File: src/rtl/issue_queue_mc_if.sv
// Decode/issue bundle for issue_queue_mc: enqueue lanes, FU readiness, issue lanes, occupancy.
// Handshake: a decode lane transfers when in_valid_i[k] && in_ack_o[k]; an issue lane is consumed when iss_valid_o[k] is high.
interface issue_queue_mc_if #(
   parameter int NR_PORTS = 2,
   parameter int DEPTH    = 8,
   parameter int DATA_W   = 64,
   parameter int NR_FU    = 8
);
   localparam int FU_W  = $clog2(NR_FU);
   localparam int CNT_W = $clog2(DEPTH) + 1;

   logic                       flush_i;
   logic                       stall_i;
   logic [NR_PORTS-1:0]        in_valid_i;
   logic [NR_PORTS-1:0]        in_ack_o;
   logic [NR_PORTS*DATA_W-1:0] in_data_i;
   logic [NR_PORTS*FU_W-1:0]   in_fu_i;
   logic [NR_PORTS*5-1:0]      in_rd_i;
   logic [NR_PORTS*5-1:0]      in_rs1_i;
   logic [NR_PORTS*5-1:0]      in_rs2_i;
   logic [NR_FU-1:0]           fu_ready_i;
   logic [NR_PORTS-1:0]        iss_valid_o;
   logic [NR_PORTS*DATA_W-1:0] iss_data_o;
   logic [NR_PORTS*FU_W-1:0]   iss_fu_o;
   logic [CNT_W-1:0]           count_o;
   logic                       full_o;

   modport master (
      output flush_i, stall_i, in_valid_i, in_data_i, in_fu_i, in_rd_i, in_rs1_i, in_rs2_i, fu_ready_i,
      input  in_ack_o, iss_valid_o, iss_data_o, iss_fu_o, count_o, full_o
   );

   modport slave (
      input  flush_i, stall_i, in_valid_i, in_data_i, in_fu_i, in_rd_i, in_rs1_i, in_rs2_i, fu_ready_i,
      output in_ack_o, iss_valid_o, iss_data_o, iss_fu_o, count_o, full_o
   );
endinterface

File: src/rtl/issue_queue_mc.sv
// Multi-lane in-order issue queue with FU-readiness, FU-conflict and same-cycle RAW checks.
// Optional same-cycle bypass of lane 0 into an empty queue: define ISSUE_QUEUE_BYPASS_EN.
module issue_queue_mc #(
   parameter int NR_PORTS = 2,
   parameter int DEPTH    = 8,
   parameter int DATA_W   = 64,
   parameter int NR_FU    = 8
) (
   input logic             clk_i,
   input logic             rst_i,
   issue_queue_mc_if.slave bus
);
   localparam int FU_W  = $clog2(NR_FU);
   localparam int IDX_W = $clog2(DEPTH);
   localparam int CNT_W = IDX_W + 1;

   typedef struct packed {
      logic [DATA_W-1:0] data;
      logic [FU_W-1:0]   fu;
      logic [4:0]        rd;
      logic [4:0]        rs1;
      logic [4:0]        rs2;
   } entry_t;

   entry_t mem_q [DEPTH];
   entry_t mem_d [DEPTH];
   logic [IDX_W-1:0] head_q, head_d, tail_q, tail_d;
   logic [CNT_W-1:0] count_q, count_d;

   entry_t                     in_lane   [NR_PORTS];
   entry_t                     head_lane [NR_PORTS];
   logic [NR_PORTS-1:0]        q_iss, ack, iss_valid;
   logic [NR_PORTS*DATA_W-1:0] iss_data;
   logic [NR_PORTS*FU_W-1:0]   iss_fu;
   logic [CNT_W-1:0]           n_iss, n_wr, free_slots;
   logic                       iss_chain, ack_chain, hazard, byp;

   always_comb begin
      for (int k = 0; k < NR_PORTS; k++) begin
         in_lane[k].data = bus.in_data_i[k*DATA_W +: DATA_W];
         in_lane[k].fu   = bus.in_fu_i[k*FU_W +: FU_W];
         in_lane[k].rd   = bus.in_rd_i[k*5 +: 5];
         in_lane[k].rs1  = bus.in_rs1_i[k*5 +: 5];
         in_lane[k].rs2  = bus.in_rs2_i[k*5 +: 5];
         head_lane[k]    = mem_q[head_q + IDX_W'(k)];
      end
   end

   // Oldest-first release; the first lane that fails stops every younger lane.
   always_comb begin
      q_iss     = '0;
      n_iss     = '0;
      hazard    = 1'b0;
      iss_chain = !rst_i && !bus.flush_i && !bus.stall_i;
      for (int k = 0; k < NR_PORTS; k++) begin
         hazard = 1'b0;
         for (int j = 0; j < k; j++) begin
            if (head_lane[j].fu == head_lane[k].fu) hazard = 1'b1;
            if (head_lane[j].rd != 5'd0 &&
                (head_lane[j].rd == head_lane[k].rs1 || head_lane[j].rd == head_lane[k].rs2))
               hazard = 1'b1;
         end
         iss_chain = iss_chain && (CNT_W'(k) < count_q) &&
                     bus.fu_ready_i[head_lane[k].fu] && !hazard;
         q_iss[k]  = iss_chain;
         n_iss     = n_iss + CNT_W'(iss_chain);
      end
   end

   // Slots freed by this cycle's issues are reusable by this cycle's enqueues.
   always_comb begin
      ack        = '0;
      free_slots = CNT_W'(DEPTH) - count_q + n_iss;
      ack_chain  = !rst_i && !bus.flush_i;
      for (int k = 0; k < NR_PORTS; k++) begin
         ack_chain = ack_chain && bus.in_valid_i[k] && (free_slots > CNT_W'(k));
         ack[k]    = ack_chain;
      end
   end

   always_comb begin
`ifdef ISSUE_QUEUE_BYPASS_EN
      byp = ack[0] && (count_q == '0) && !bus.stall_i && bus.fu_ready_i[in_lane[0].fu];
`else
      byp = 1'b0;
`endif
   end

   always_comb begin
      iss_valid = q_iss;
      iss_data  = '0;
      iss_fu    = '0;
      for (int k = 0; k < NR_PORTS; k++) begin
         iss_data[k*DATA_W +: DATA_W] = head_lane[k].data;
         iss_fu[k*FU_W +: FU_W]       = head_lane[k].fu;
      end
      if (byp) begin
         iss_valid[0]          = 1'b1;
         iss_data[DATA_W-1:0]  = in_lane[0].data;
         iss_fu[FU_W-1:0]      = in_lane[0].fu;
      end
   end

   // A bypassed lane 0 is never written; the remaining acked lanes pack from tail.
   always_comb begin
      mem_d = mem_q;
      n_wr  = '0;
      for (int k = 0; k < NR_PORTS; k++) begin
         if (ack[k] && !(byp && k == 0)) begin
            mem_d[tail_q + n_wr[IDX_W-1:0]] = in_lane[k];
            n_wr = n_wr + CNT_W'(1);
         end
      end
      head_d  = head_q + n_iss[IDX_W-1:0];
      tail_d  = tail_q + n_wr[IDX_W-1:0];
      count_d = count_q - n_iss + n_wr;
      if (bus.flush_i) begin
         head_d  = '0;
         tail_d  = '0;
         count_d = '0;
      end
   end

   always_ff @(posedge clk_i) begin
      if (rst_i) begin
         head_q  <= '0;
         tail_q  <= '0;
         count_q <= '0;
      end else begin
         head_q  <= head_d;
         tail_q  <= tail_d;
         count_q <= count_d;
      end
   end

   always_ff @(posedge clk_i) begin
      mem_q <= mem_d;
   end

   assign bus.in_ack_o    = ack;
   assign bus.iss_valid_o = iss_valid;
   assign bus.iss_data_o  = iss_data;
   assign bus.iss_fu_o    = iss_fu;
   assign bus.count_o     = count_q;
   assign bus.full_o      = (count_q == CNT_W'(DEPTH));
endmodule

File: src/flat_wrapper.sv
// flat-port wrapper written by rule: the top's interface ports become plain ports
module issue_queue_mc_flat 
#(
   parameter int NR_PORTS = 2,
   parameter int DEPTH    = 8,
   parameter int DATA_W   = 64,
   parameter int NR_FU    = 8
)
  (clk_i, rst_i, bus_flush_i, bus_stall_i, bus_in_valid_i, bus_in_data_i, bus_in_fu_i, bus_in_rd_i, bus_in_rs1_i, bus_in_rs2_i, bus_fu_ready_i, bus_in_ack_o, bus_iss_valid_o, bus_iss_data_o, bus_iss_fu_o, bus_count_o, bus_full_o);
  issue_queue_mc_if #(.NR_PORTS(NR_PORTS), .DEPTH(DEPTH), .DATA_W(DATA_W), .NR_FU(NR_FU)) bus_i ();
  input logic clk_i;
  input logic rst_i;
  input wire logic [$bits(bus_i.flush_i)-1:0] bus_flush_i;
  input wire logic [$bits(bus_i.stall_i)-1:0] bus_stall_i;
  input wire logic [$bits(bus_i.in_valid_i)-1:0] bus_in_valid_i;
  input wire logic [$bits(bus_i.in_data_i)-1:0] bus_in_data_i;
  input wire logic [$bits(bus_i.in_fu_i)-1:0] bus_in_fu_i;
  input wire logic [$bits(bus_i.in_rd_i)-1:0] bus_in_rd_i;
  input wire logic [$bits(bus_i.in_rs1_i)-1:0] bus_in_rs1_i;
  input wire logic [$bits(bus_i.in_rs2_i)-1:0] bus_in_rs2_i;
  input wire logic [$bits(bus_i.fu_ready_i)-1:0] bus_fu_ready_i;
  output wire logic [$bits(bus_i.in_ack_o)-1:0] bus_in_ack_o;
  output wire logic [$bits(bus_i.iss_valid_o)-1:0] bus_iss_valid_o;
  output wire logic [$bits(bus_i.iss_data_o)-1:0] bus_iss_data_o;
  output wire logic [$bits(bus_i.iss_fu_o)-1:0] bus_iss_fu_o;
  output wire logic [$bits(bus_i.count_o)-1:0] bus_count_o;
  output wire logic [$bits(bus_i.full_o)-1:0] bus_full_o;
  assign bus_i.flush_i = bus_flush_i;
  assign bus_i.stall_i = bus_stall_i;
  assign bus_i.in_valid_i = bus_in_valid_i;
  assign bus_i.in_data_i = bus_in_data_i;
  assign bus_i.in_fu_i = bus_in_fu_i;
  assign bus_i.in_rd_i = bus_in_rd_i;
  assign bus_i.in_rs1_i = bus_in_rs1_i;
  assign bus_i.in_rs2_i = bus_in_rs2_i;
  assign bus_i.fu_ready_i = bus_fu_ready_i;
  assign bus_in_ack_o = bus_i.in_ack_o;
  assign bus_iss_valid_o = bus_i.iss_valid_o;
  assign bus_iss_data_o = bus_i.iss_data_o;
  assign bus_iss_fu_o = bus_i.iss_fu_o;
  assign bus_count_o = bus_i.count_o;
  assign bus_full_o = bus_i.full_o;
  issue_queue_mc #(.NR_PORTS(NR_PORTS), .DEPTH(DEPTH), .DATA_W(DATA_W), .NR_FU(NR_FU)) u_core (.clk_i(clk_i), .rst_i(rst_i), .bus(bus_i));
endmodule
File: config.mk
export PLATFORM = sky130hd
export DESIGN_NAME = issue_queue_mc_flat
export DESIGN_NICKNAME = d
export VERILOG_FILES = /design/src/rtl/issue_queue_mc_if.sv /design/src/rtl/issue_queue_mc.sv /design/src/flat_wrapper.sv
export SDC_FILE = /design/constraint.sdc
export NUM_CORES = 2
export LEC_CHECK = 0
export ABC_AREA = 0
export CORE_MARGIN = 2
export CORE_UTILIZATION = 30
export CTS_CLUSTER_DIAMETER = 150
export DETAILED_ROUTE_END_ITERATION = 12
export HOLD_SLACK_MARGIN = 0.02
export PLACE_DENSITY = 0.5
export SLEW_MARGIN = 20
export SYNTH_ARGS = -nofsm -noshare
export SYNTH_HDL_FRONTEND = slang
export SYNTH_SLANG_ARGS = --single-unit
File: constraint.sdc
create_clock -name clk_i -period 18 [get_ports clk_i]
set_input_delay 4.5 -clock clk_i [delete_from_list [all_inputs] [get_ports clk_i]]
set_output_delay 4.5 -clock clk_i [all_outputs]
set_load 0.02 [all_outputs]
Word-level counts from Yosys, hierarchy flattened
Index checks and enable logic that the tools add are counted.

operators by class
  muxes and demuxes = 22
  bitwise operators = 4
  $lt $le $gt $ge = 12
  reductions and logical operators = 21
  add/subtract/negate cells = 10
  eq/ne operators = 4

operator list
  cell                   number
  $bwmux W656            2
  $mux W656              2
  $bmux W82 S3           2
  $demux W82 S3          2
  $mux W82               6
  $ge A4 B4 Y1 const B   4
  $not A3 Y4             4
  $logic_and A1 B1 Y1    14
  $eq A5 B5 Y1           2
  $add A3 B3 Y3          3
  $add A4 B4 Y4          2
  $gt A4 B1 Y1 const B   2
  $lt A1 B4 Y1 const A   2
  $lt A3 B4 Y1 const B   2
  $lt A4 B1 Y1 const B   2
  $bmux W1 S3            2
  $mux W1                5
  $reduce_bool A5 Y1     1
  $add A4 B1 Y4 const B  1
  $eq A4 B4 Y1 const B   1
  $logic_not A1 Y1       4
  $mux W4                1
  $sub A4 B4 Y4          1
  $sub A4 B4 Y4 const A  1
  other kinds (5)        5

storage, ports and cells
  register bits after elaboration = 666
  logic and storage cells = 116
  output and inout port bits = 143

Depth between registers and ports, before layout
  word-level depth = 24
  gate-level depth with buffers = 29
  depth with buffers taken out = 25

Worst setup path before layout
Ideal clock, no wire load.

  path type = input-to-output
  start = in rst_i
  end = out bus_in_ack_o[0]
  data arrival time = 7.681 ns
  buffers on the path = 2
  path slack = 5.819 ns
  stages on the path = 12
  path through = or2_2 clkbuf_1 nor4_2 nor4b_2 ha_1 ha_1 nor2b_1 or3_1 a211oi_2 o211a_1 buf_4 nor2_1

on the way
  cells in the longest elaborated chain, start to end = 12
  elaborated cells between the ends (all ways) = 13
  classes of those cells = 2 x add/sub; 1 x order compare; 10 x reduce/logical

RTL lines
  element                            line                  text
  from (decl)                        flat_wrapper.sv:12    input logic rst_i;
  $logic_not A1 Y1                   issue_queue_mc.sv:54  iss_chain = !rst_i && !bus.flush_i && !bus.stall_i;
  $logic_and A1 B1 Y1 (2 in series)  issue_queue_mc.sv:54
  $logic_and A1 B1 Y1 (2 in series)  issue_queue_mc.sv:63  iss_chain = iss_chain && (CNT_W'(k) < count_q) &&
  named net bus_iss_valid_o[0]       flat_wrapper.sv:23    output wire logic [$bits(bus_i.iss_valid_o)-1:0] bus_iss_valid_o;
  $logic_and A1 B1 Y1 (2 in series)  issue_queue_mc.sv:63
  $logic_and A1 B1 Y1                issue_queue_mc.sv:64  bus.fu_ready_i[head_lane[k].fu] && !hazard;
  named net u_core.iss_chain         issue_queue_mc.sv:36  logic iss_chain, ack_chain, hazard, byp;
  $add A1 B1 Y2                      issue_queue_mc.sv:66  n_iss = n_iss + CNT_W'(iss_chain);
  $add A4 B4 Y4                      issue_queue_mc.sv:73  free_slots = CNT_W'(DEPTH) - count_q + n_iss;
  $gt A4 B1 Y1                       issue_queue_mc.sv:76  ack_chain = ack_chain && bus.in_valid_i[k] && (free_slots > CNT_W'(k));
  $logic_and A1 B1 Y1                issue_queue_mc.sv:76
  to (decl)                          flat_wrapper.sv:22    output wire logic [$bits(bus_i.in_ack_o)-1:0] bus_in_ack_o;

The timed path passes the listed nets, and every way through them passes these cells.

Worst setup path after layout
  start = in bus_fu_ready_i[7]
  end = out bus_in_ack_o[0]

on the way
  cells in the longest elaborated chain, start to end = 10
  elaborated cells between the ends (all ways) = 12
  classes of those cells = 2 x add/sub; 1 x order compare; 4 x mux; 5 x reduce/logical

RTL lines
  element                            line                  text
  from (decl)                        flat_wrapper.sv:21    input wire logic [$bits(bus_i.fu_ready_i)-1:0] bus_fu_ready_i;
  $bmux W1 S3                        issue_queue_mc.sv:64
  $mux W1 (not written as such)      issue_queue_mc.sv:64
  $logic_and A1 B1 Y1 (3 in series)  issue_queue_mc.sv:63
  $logic_and A1 B1 Y1                issue_queue_mc.sv:64
  $add A1 B1 Y2 *                    issue_queue_mc.sv:66
  $add A4 B4 Y4 *                    issue_queue_mc.sv:73
  $gt A4 B1 Y1 *                     issue_queue_mc.sv:76
  $logic_and A1 B1 Y1 *              issue_queue_mc.sv:76

Mark *: on every way between the ends. The rest lies on a longest branch, timed or not. The select of a mux whose other input is x is not followed.

==> impl_metrics.toml <==
[run_status]
status = "finished, final reports clean"

[die]
dieArea_um2 = 127000
row_count = 129
dieHeight_um = 357
start_util_pct = 30.2
die_x_um = 357
pin_count = 321
coreArea_um2 = 124000

[pwr]
seqPwrFrac_pct = 39.7
p_clk_share_pct = 37.2
power_mw = 4.47
p_int_mw = 3.15
ir_drop_mv = 0.0756
p_leak_nw = 15.4
p_comb_share_pct = 23.1
p_sw_mw = 1.32
p_per_area_nw_per_um2 = 104
p_sw_share_pct = 29.5

[setup_path]
arrival_ns = 9.07
cp_cell_sequence = "clkdlybuf4s50_1 -> mux2i_1 -> mux2i_1 -> mux2i_1 -> nor4_2 -> nor4b_2 -> ha_1 -> ha_1 -> nor2b_1 -> or3_1 -> a211oi_2 -> o211a_1 -> nor2_1 -> clkdlybuf4s50_1"
cp_max_fo = 9
end_kind = "primary output"
crit_family = "simple AND/OR/NAND/NOR gates"
required_ns = 13.50
cp_slowest_stage_delay_ns = 0.66
cp-start-kind = "input pin"
cp_common_cell = "mux2i_1"
cpMaxStageDelayCell = "o211a_1"
critPathKind = "input pin to primary output"
crit_buf_inv = 2

[finish]
area_delta_synth_final_pct = 15.4
layout_common_cells = "nand2_1 (1506), nor2_1 (668), dfxtp_1 (663)"
drive_above_1_share_pct = 12.2
layout_commonest_cell = "nand2_1"
nets = 4684
final.fill_count = 12600

[routing]
routed_via_density = 5.45
drt_pass1_iterations = 7
drcViolationCount = 0
wl_per_cell_um = 23.9
vias = 33700
dr.first_iter.drc_count = 3332
route.antenna.remaining_nets = 0
wirelength_um = 148000

[sta]
setup_viol = 0
period_share_pct = 75.4
whs_ns = 0.466
fin_crit_ns = 13.57
rsz0062_at_grt = "false"
relSlewSlack_pct = 23.4
finalSetupTns_ns = 0
skew_ns = 0.0177
fmax_ghz = 0.0737
worst_pin_slew_ns = 1.15
finalHoldViolCount = 0
slew_violations = 0

[yosys]
syn-instance-count = 4562
postSynthNetCount = 4760
ys.flop_type = "dfxtp_1"
synth_edf_count = 0
synth-async-reset-ratio_pct = 0
yosysWarnings = 0
synth_area_um2 = 37400
synth.distinct_cells = 53
avgSynthCellArea_um2 = 8.19
yosysSeqAreaShare_pct = 35.7
synth.ff_latch_count = 666

[grt]
grt_pass1_vias = 31600
grt_max_degree = 165
track_usage_pct = 22.5
grt_pass1_wl_um = 215000
grt-ovfl-total = 0
antenna_found_initial = 16

[clocking]
cts_tree = "built"
cts_setup_buffers = 0
clock_path_buffers = 3
h-tree-depth = 3
ctsHoldBuffers = 0
path_clk_slew_ns = 0.05
cts_sinks = 666
worstSkewPairLatency_ns = 0.65
ctsResizeCount = 0
cts_root_buf = "clkbuf_16"
numCtsBuffers = 83

[placement]
gp_congestion = 0.765
io_buffer_count = 320
hpwl_um = 78400

[hold_path]
min_path_type = "register to register"

[job]
drv_cap = 0
## stage by stage
stage | util, % | area, um2 | cells | setup WS (ns)
final | 34.9 | 43100 | 6189 | 4.43
after CTS | 34.9 | 43100 | 6187 | 4.39
after floorplan | - | 37400 | 4562 | 5.82
after global placement | 32.7 | 40500 | 6037 | 4.52
after global routing | 34.9 | 43100 | 6188 | 4.14
after detailed placement | 32.8 | 40500 | 6038 | 4.43
## worst paths after layout
| path | slack [ns] | startpoint | end | depth (start not counted) |
|---|---|---|---|---|
| hold / removal | 0.47 | u_core.mem_q[6] | u_core.mem_q[6] | 2 |
| setup reg to reg | 9.00 | u_core.head_q[0] | u_core.mem_q[110] | 22 |
| hold reg to reg | 0.47 | u_core.mem_q[6] | u_core.mem_q[6] | 2 |
| setup / recovery | 4.43 | bus_fu_ready_i[7] | bus_in_ack_o[0] | 14 |
## sequential cells by signal (all words and copies together), names as in the netlist
register,flops
u_core.bus.count_o,4
u_core.head_q,3
u_core.mem_q,656
u_core.tail_q,3
## cells in the mapped netlist, drive strengths merged, types with 5 or more instances
master / n / area, um2
a31oi: 657 / 4110
nand4: 12 / 125
mux2: 65 / 732
ha: 15 / 188
nor2: 668 / 2510
dfxtp: 666 / 13300
inv: 20 / 75.1
xor2: 10 / 95.1
buf: 348 / 2030
and2: 9 / 56.3
nor4: 9 / 183
fa: 5 / 100
xnor2: 10 / 95.1
mux4: 296 / 6690
nand2: 1507 / 5660
clkbuf: 187 / 702
mux2i: 34 / 369
nor3: 6 / 30.0
## power groups by stage
stage                     sequential (mW)  combinational, mW  clock (mW)
after floorplan                      1.76              0.654           0
after detailed placement             1.80               1.04           0
final                                1.77               1.03        1.67
after CTS                            1.77               1.04        1.70
after global placement               1.80               1.03           0
after global routing                 1.79               1.11        1.76
## cell type report
type,count,area (um2),area share [%]
inverters,20,75.1,0.174
diodes,2,5.00,0.0116
repair buffers,374,3700,8.57
clock buffers,137,2510,5.83
clock inverters,12,116,0.270
flip-flops and latches,666,13300,30.9
multi-input cells,3341,21300,49.5
well taps,1637,2050,4.75
## cell families after synthesis
kind of cell	Yosys count	synth area share [%]
simple gates	2238	23.4
xor+xnor	20	0.509
mux	395	20.9
compound gates	668	11.3
flops	666	35.7
fa+ha+maj	20	0.770
buf+inv	555	7.50
## per-layer routing
metal | global-route usage, % | part of all wire, % | up-vias
li1 | - | - | 15600
met3 | 3.93 | 7.5 | 256
met2 | 38.1 | 48 | 1483
met4 | 5.80 | 2.4 | 28
met1 | 29.6 | 42 | 16400
met5 | 0 | 0.11 | -
## worst register-to-register path, delay by kind of cell (launching register included)
kind	cells	cell delay (ns)
DFF	1	0.92
buffers and inverters	4	2.66
xor gates and xnor gates	2	0.28
AOI/OAI and AO/OA	4	1.70
adders and majority gates	5	1.45
muxes	1	0.48
and+or+nand+nor	6	1.36
Power figures use the tool's default switching activity.
